**config.mk**
```make
export PLATFORM = sky130hd
export DESIGN_NAME = sync_generator
export DESIGN_NICKNAME = d
export VERILOG_FILES = /design/src/rtl/sync_generator.sv
export SDC_FILE = /design/constraint.sdc
export NUM_CORES = 1
export LEC_CHECK = 0
export BUFFER_PORTS_ARGS = -buffer_cell sky130_fd_sc_hd__buf_2
export CORE_ASPECT_RATIO = 1.75
export CORE_UTILIZATION = 46
export DETAILED_ROUTE_END_ITERATION = 10
export GPL_TIMING_DRIVEN = 0
export PLACE_DENSITY = 0.74
export SLEW_MARGIN = 20
export SYNTH_ARGS = -nofsm -noshare
export SYNTH_HDL_FRONTEND = slang
export SYNTH_SLANG_ARGS = --single-unit
```
**constraint.sdc**
```tcl
create_clock -name pclk -period 7.6 [get_ports pclk]
set_input_delay 0.76 -clock pclk [delete_from_list [all_inputs] [get_ports pclk]]
set_output_delay 0.76 -clock pclk [all_outputs]
set_load 0.01 [all_outputs]
```
**src/rtl/sync_generator.sv**
```systemverilog
`timescale 1ns/1ps
// sync_generator: video timing counters with registered, mutually aligned enables and syncs.
module sync_generator #(
  parameter int H_RES   = 640,
  parameter int H_FRONT = 16,
  parameter int H_SYNC  = 96,
  parameter int H_BACK  = 48,
  parameter int V_RES   = 480,
  parameter int V_FRONT = 10,
  parameter int V_SYNC  = 2,
  parameter int V_BACK  = 33
) (
  input  logic        pclk,
  input  logic        reset,
  input  logic [3:0]  pc_ena,
  output logic        hde,
  output logic        vde,
  output logic        hs,
  output logic        vs,
  output logic [11:0] h_count,
  output logic [11:0] v_count,
  output logic        line_start,
  output logic        frame_start,
  output logic [7:0]  frame_cnt
);
  localparam int H_TOTAL = H_RES + H_FRONT + H_SYNC + H_BACK;
  localparam int V_TOTAL = V_RES + V_FRONT + V_SYNC + V_BACK;
  if (H_TOTAL > 4096 || V_TOTAL > 4096) begin : g_bad_total
    $error("sync_generator: H_TOTAL and V_TOTAL must not exceed 4096");
  end
  localparam logic [11:0] H_LAST = 12'(H_TOTAL - 1);
  localparam logic [11:0] V_LAST = 12'(V_TOTAL - 1);
  localparam logic [12:0] H_DE = 13'(H_RES);
  localparam logic [12:0] H_SS = 13'(H_RES + H_FRONT);
  localparam logic [12:0] H_SE = 13'(H_RES + H_FRONT + H_SYNC);
  localparam logic [12:0] V_DE = 13'(V_RES);
  localparam logic [12:0] V_SS = 13'(V_RES + V_FRONT);
  localparam logic [12:0] V_SE = 13'(V_RES + V_FRONT + V_SYNC);
  logic        tick, h_wrap, fs_next;
  logic [11:0] h_next, v_next;
  logic [12:0] hx, vx;
  // Decodes use next-count values so flags land on the same tick as the counters.
  always_comb begin
    tick    = pc_ena == 4'd0;
    h_wrap  = h_count == H_LAST;
    h_next  = h_wrap ? 12'd0 : h_count + 12'd1;
    v_next  = h_wrap ? (v_count == V_LAST ? 12'd0 : v_count + 12'd1) : v_count;
    hx      = {1'b0, h_next};
    vx      = {1'b0, v_next};
    fs_next = h_next == 12'd0 && v_next == 12'd0;
  end
  always_ff @(posedge pclk or posedge reset)
    if (reset) begin
      h_count     <= H_LAST;
      v_count     <= V_LAST;
      hde         <= 1'b0;
      vde         <= 1'b0;
      hs          <= 1'b0;
      vs          <= 1'b0;
      line_start  <= 1'b0;
      frame_start <= 1'b0;
      frame_cnt   <= 8'hFF;
    end else if (tick) begin
      h_count     <= h_next;
      v_count     <= v_next;
      hde         <= hx < H_DE;
      vde         <= vx < V_DE;
      hs          <= hx >= H_SS && hx < H_SE;
      vs          <= vx >= V_SS && vx < V_SE;
      line_start  <= h_next == 12'd0;
      frame_start <= fs_next;
      frame_cnt   <= frame_cnt + {7'd0, fs_next};
    end else begin
      line_start  <= 1'b0;
      frame_start <= 1'b0;
    end
endmodule

```
==> flow_metrics.env, run 1 <==
export IMPL_top_layer_used="met4"
export IMPL_wl_met2_mm=3.26
export IMPL_root_buffer="clkbuf_8"
export IMPL_postPlaceCellArea_um2=2710
export IMPL_final_nets=329
export IMPL_period_share_pct=43.8
export IMPL_power_frac_comb_pct=15.3
export IMPL_maxSlewHeadroom_pct=44.4
export IMPL_htree_levels=2
export IMPL_antenna_found_initial=0
export IMPL_layout_common_cells="46 x buf_2, 43 x nand2_1, 20 x dfrtp_1"
export IMPL_power_frac_seq_pct=48.7
export IMPL_setup_viol=0
export IMPL_switchingPower_uw=129
export IMPL_p_per_area_nw_per_um2=167
export IMPL_num_rows=34
export IMPL_finalClockSkew_ps=5.67
export IMPL_arrival_ps=3540
export IMPL_syn_nets=278
export IMPL_max_freq_mhz=300
export IMPL_post_cts_setup_buffers=0
export IMPL_cp_start_kind="register"
export IMPL_grt_pass1_vias=2135
export IMPL_postSynthCellCount=267
export IMPL_endpoint_kind="register"
export IMPL_hpwl_mm=4.41
export IMPL_fp_dieW_um=56.6
export IMPL_grt_first_pass_wirelength_mm=9.92
export IMPL_coreArea_um2=4980
export IMPL_synth_cell_types=47
export IMPL_fin_cells=373
export IMPL_die_h_um=97.6
export IMPL_tightest_slew_ps=827
export IMPL_r2r_slack_ps=4270
export IMPL_area_delta_synth_final_pct=17.4
export IMPL_rsz0062_at_grt="no"
export IMPL_final_common_cell="buf_2"
export IMPL_worstPathMaxFanout=9
export IMPL_intPower_uw=343
export IMPL_cts_sinks=38
export IMPL_synth_flop_cell="dfrtp_1"
export IMPL_drc=0
export IMPL_syn_area_um2=2400
export IMPL_ioPinCount=44
export IMPL_power_uw=472
export IMPL_final_area_um2=2820
export IMPL_drt_iter0_markers=66
export IMPL_fillers=467
export IMPL_n_antenna_cell=0
export IMPL_r2r_start="v_count[6]"
export IMPL_track_usage_pct=23.0
export IMPL_worstReg2RegEnd="frame_cnt[2]"
export IMPL_reg2reg_depth=11
export IMPL_wl_per_cell_um=16.2
export IMPL_fin_crit_ps=3330
export IMPL_drt_total_wl_mm=6.04
export IMPL_initial_utilization_pct=48.3
export IMPL_cts_resized=0
export IMPL_dp_cells=365
export IMPL_routedLengthMet1_mm=2.26
export IMPL_synth_edff_count=0
export IMPL_status="finished, final reports clean"
export IMPL_final_util_pct=56.7
export IMPL_gp_congestion=0.922
export IMPL_wl_met3_um=223
export IMPL_p_sw_share_pct=27.3
export IMPL_finalSetupTns_ps=0
export IMPL_ys_ff_latch=38
export IMPL_cts_tree="built"
export IMPL_dieArea_um2=5530
export IMPL_grt_ovfl_total=0
export IMPL_leakage_uw=0.00133
export IMPL_postCtsHoldBufs=0
export IMPL_antenna_left=0
export IMPL_clk_path_buf_depth=2
export IMPL_maxCapViolCount=0
export IMPL_vias=2215
export IMPL_grt_max_degree=26
export IMPL_synthArstFlopShare_pct=100
export IMPL_vdd_drop_max_mv=0.117
export IMPL_finalHoldViolations=0
export IMPL_io_buffers=43
export IMPL_drive_above_1_share_pct=28.2
export IMPL_ys_warnings_count=0
export IMPL_path_class="register to register"
export IMPL_critical_path_required_ps=7810
export IMPL_clockPowerShare_pct=36.0
export IMPL_cts_buffers=5
export IMPL_clkLatencyLatePin_ps=290
export IMPL_clk_pin_slew_ps=80
export IMPL_drv_slew=0
export IMPL_hp_class="input port to async pin"
export IMPL_ys_seq_area_share_pct=40.5
export IMPL_avgSynthCellArea_um2=9.00
export IMPL_vias_per_cell=5.94
export IMPL_dr_pass1_iters=4
## metal layers
metal / vias up / global-route usage, %
li1: 1050 / -
met1: 1073 / 24.6
met2: 69 / 41.5
met3: 23 / 2.80
met4: 0 / 13.9
met5: - / 0
## cell type report
type | count | area (um^2) | share of cell area, %
inverter | 5 | 18.8 | 0.665
sequential | 38 | 973 | 34.5
tap | 54 | 67.6 | 2.40
multi-input combinational | 206 | 1320 | 46.9
clock inverter | 3 | 40.0 | 1.42
timing repair buffer | 44 | 235 | 8.34
buffer | 18 | 93.8 | 3.33
clock buffer | 5 | 68.8 | 2.44
## state kept, by name (all words and copies together), names as in the netlist
register / count
h_count: 12
vs: 1
frame_start: 1
frame_cnt: 8
hde: 1
vde: 1
hs: 1
line_start: 1
v_count: 12
## cell families (layout without fill, tap and decap cells)
kind of cell               count (synthesis)  in the layout  synth area share [%]
DFF                                       38             38                  40.5
adders and majority gates                  5              5                  2.60
and+or+nand+nor                          121            121                  26.9
xor gates and xnor gates                  29             29                  10.6
buffers and inverters                     23             75                  4.69
AOI/OAI and AO/OA                         49             49                  13.9
muxes                                      2              2                 0.833
## worst max path at each step
stage	start	end	slack (ps)	cells after the start
5_1_grt	h_count[4]	frame_cnt[2]	4070	12
4_1_cts	v_count[6]	frame_cnt[2]	4280	11
3_5_place_dp	v_count[6]	frame_cnt[2]	4310	11
3_3_place_gp	pc_ena[1]	vs	4110	6
6_report	v_count[6]	frame_cnt[2]	4270	11
2_1_floorplan	h_count[7]	frame_cnt[2]	4660	12
## synthesized netlist by cell type (9+ instances only)
master,number,area share [%]
clkbuf_1,11,1.7
dfrtp_1,20,21
dfstp_2,18,20
nand2_1,43,6.7
nand3_1,10,2.1
nand4_1,9,2.3
nor2_1,17,2.7
o21ai_0,14,2.9
xnor2_1,16,5.8
xor2_1,13,4.7
## metrics by stage
step                setup slack [ps]  hold slack [ps]
global route                    4070              428
floorplan                       4660              473
global placement                4110              469
finish                          4270              411
CTS                             4280              418
detailed placement              4310              468
## critical path, cell delays in order, from the launching register on
cell and delay [ps]:
dfrtp_1 380, clkbuf_1 220, or4_1 600, nor4_2 550, a31oi_1 110, o2bb2ai_1 300, nand4_1 160, nor3_1 200
ha_1 260, ha_1 220, nand2_1 80, xnor2_1 160
## power groups by stage
stage | registers, uW | clock network (uW) | logic, uW
CTS | 230 | 174 | 73.0
global route | 232 | 181 | 79.8
finish | 230 | 170 | 72.4
floorplan | 238 | 0 | 41.6
detailed placement | 233 | 0 | 72.8
global placement | 233 | 0 | 69.7
Note: power is estimated with default switching activity, not from simulation.
==> inputs of run 2 (changes only) <==
PLACE_DENSITY = 0.77   (was 0.74)
clock period = 2.7 ns   (was 7.6 ns; I/O delays follow)
==> flow_metrics.env, run 2 (synthesis results as in run 1) <==
export IMPL_cts_buffers=5
export IMPL_htree_levels=2
export IMPL_finalClockSkew_ps=7.37
export IMPL_arrival_ps=3220
export IMPL_clk_path_buf_depth=2
export IMPL_io_buffers=43
export IMPL_gp_congestion=0.937
export IMPL_vias=2275
export IMPL_die_h_um=97.6
export IMPL_reg_largest_list="h_count x12, v_count x12, frame_cnt x8"
export IMPL_status="complete, but fails checks"
export IMPL_crit_path_max_incr_delay_ps=540
export IMPL_antenna_left=0
export IMPL_fp_dieW_um=56.6
export IMPL_grt_max_degree=26
export IMPL_tightest_slew_ps=879
export IMPL_crit_top_cell="nand2_1"
export IMPL_clkLatencyLatePin_ps=300
export IMPL_final_nets=343
export IMPL_antenna_found_initial=0
export IMPL_drc=0
export IMPL_max_freq_mhz=334
export IMPL_maxCapViolCount=0
export IMPL_drt_iter0_markers=68
export IMPL_wl_per_cell_um=16.2
export IMPL_path_class="register to register"
export IMPL_grt_pass1_vias=2196
export IMPL_drv_slew=0
export IMPL_leakage_uw=0.00142
export IMPL_slowest_stage="dfstp_2"
export IMPL_track_usage_pct=23.3
export IMPL_final_util_pct=60.8
export IMPL_cts_tree="built"
export IMPL_grt_ovfl_total=0
export IMPL_area_delta_synth_final_pct=25.9
export IMPL_vdd_drop_max_mv=0.389
export IMPL_drive_above_1_share_pct=35.4
export IMPL_num_rows=34
export IMPL_coreArea_um2=4980
export IMPL_grt_first_pass_wirelength_mm=10.2
export IMPL_final_area_um2=3030
export IMPL_clk_pin_slew_ps=80
export IMPL_critical_path_required_ps=2920
export IMPL_dieArea_um2=5530
export IMPL_failed_checks="setup timing"
export IMPL_rsz0062_at_grt="yes"
export IMPL_final_common_cell="buf_2"
export IMPL_drt_total_wl_mm=6.28
export IMPL_min_delay_path_depth=4
export IMPL_postPlaceCellArea_um2=2730
export IMPL_finalHoldViolations=0
export IMPL_p_per_area_nw_per_um2=426
export IMPL_endpoint_kind="register"
export IMPL_cp_start_kind="register"
export IMPL_dr_pass1_iters=4
export IMPL_layout_common_cells="46 x buf_2, 42 x nand2_1, 20 x buf_4"
export IMPL_setup_viol=8
export IMPL_maxSlewHeadroom_pct=40.9
export IMPL_setup_slack_ps=-293
export IMPL_reg2reg_depth=11
export IMPL_hpwl_mm=4.41
export IMPL_root_buffer="clkbuf_8"
export IMPL_hp_class="input port to register"
export IMPL_crit_chain="or4b_4, nor4_4, buf_4, nand2_1, mux2i_1, nand3_2, nor3_2, ha_2, ha_4, nand2_1, xnor2_1"
export IMPL_hold_slack_ps=345
export IMPL_vias_per_cell=5.88
export IMPL_n_antenna_cell=0
export IMPL_period_share_pct=111
export IMPL_ioPinCount=44
export IMPL_fin_crit_ps=2990
export IMPL_worstPathMaxFanout=10
export IMPL_cts_sinks=38
export IMPL_power_uw=1290
export IMPL_initial_utilization_pct=48.3
[run 2: what timing repair did]
item,in CTS,in global routing
cloned,0,0
endpoints found under the setup margin,10,9
pin swaps,7,13
setup buffers,15,5
hold endpoints to repair,10,0
gates resized for setup,12,10
hold buffers,1,0
[run 2: cell type report]
class | instances | area (um^2)
multi-input cells | 206 | 1430
fillers | 421 | 1950
well taps | 54 | 67.6
flip-flops and latches | 38 | 975
clock buffers | 8 | 80.1
repair buffers | 65 | 399
plain buffers | 11 | 56.3
inverters | 5 | 18.8
[run 2: routing by layer]
metal  up-vias  GRT usage, %  routed length (um)
met3        20          3.73                 307
met1      1096          25.2                2320
met5         -             0                   0
met4         0          14.8                 193
met2        81          40.7                3460
li1       1078             -                   -
[run 2: worst paths after layout]
check / slack (ps) / endpoint / start
setup / recovery: -290 / frame_cnt[4] / h_count[9]
hold / removal: 340 / frame_cnt[3] / pc_ena[2]
setup reg to reg: -290 / frame_cnt[4] / h_count[9]
hold reg to reg: 480 / frame_cnt[7] / frame_cnt[7]
max in group asynchronous: 1730 / frame_cnt[1] / reset
min in group asynchronous: 460 / v_count[4] / reset
[run 2: worst max-delay path: cells and delay by family (launching register included)]
family                     cells  cell delay, ps
buffers and inverters          1             250
xor gates and xnor gates       1             160
muxes                          1             220
adders and majority gates      2             430
DFF                            1             540
and+or+nand+nor                6            1310
[run 2: where the power goes]
group,internal [uW],total [uW],switching [uW]
logic,106,239,132
clock network,184,390,206
registers,619,660,41.2
[run 2: through the flow]
| step | worst slack [ps] | TNS, ps | cells |
|---|---|---|---|
| 3_3_place_gp | -507 | -3670 | 364 |
| 2_1_floorplan | -159 | -832 | 267 |
| 3_5_place_dp | -508 | -3480 | 365 |
| 5_1_grt | -382 | -2500 | 387 |
| 4_1_cts | -174 | -788 | 384 |
| 6_report | -293 | -1700 | 387 |
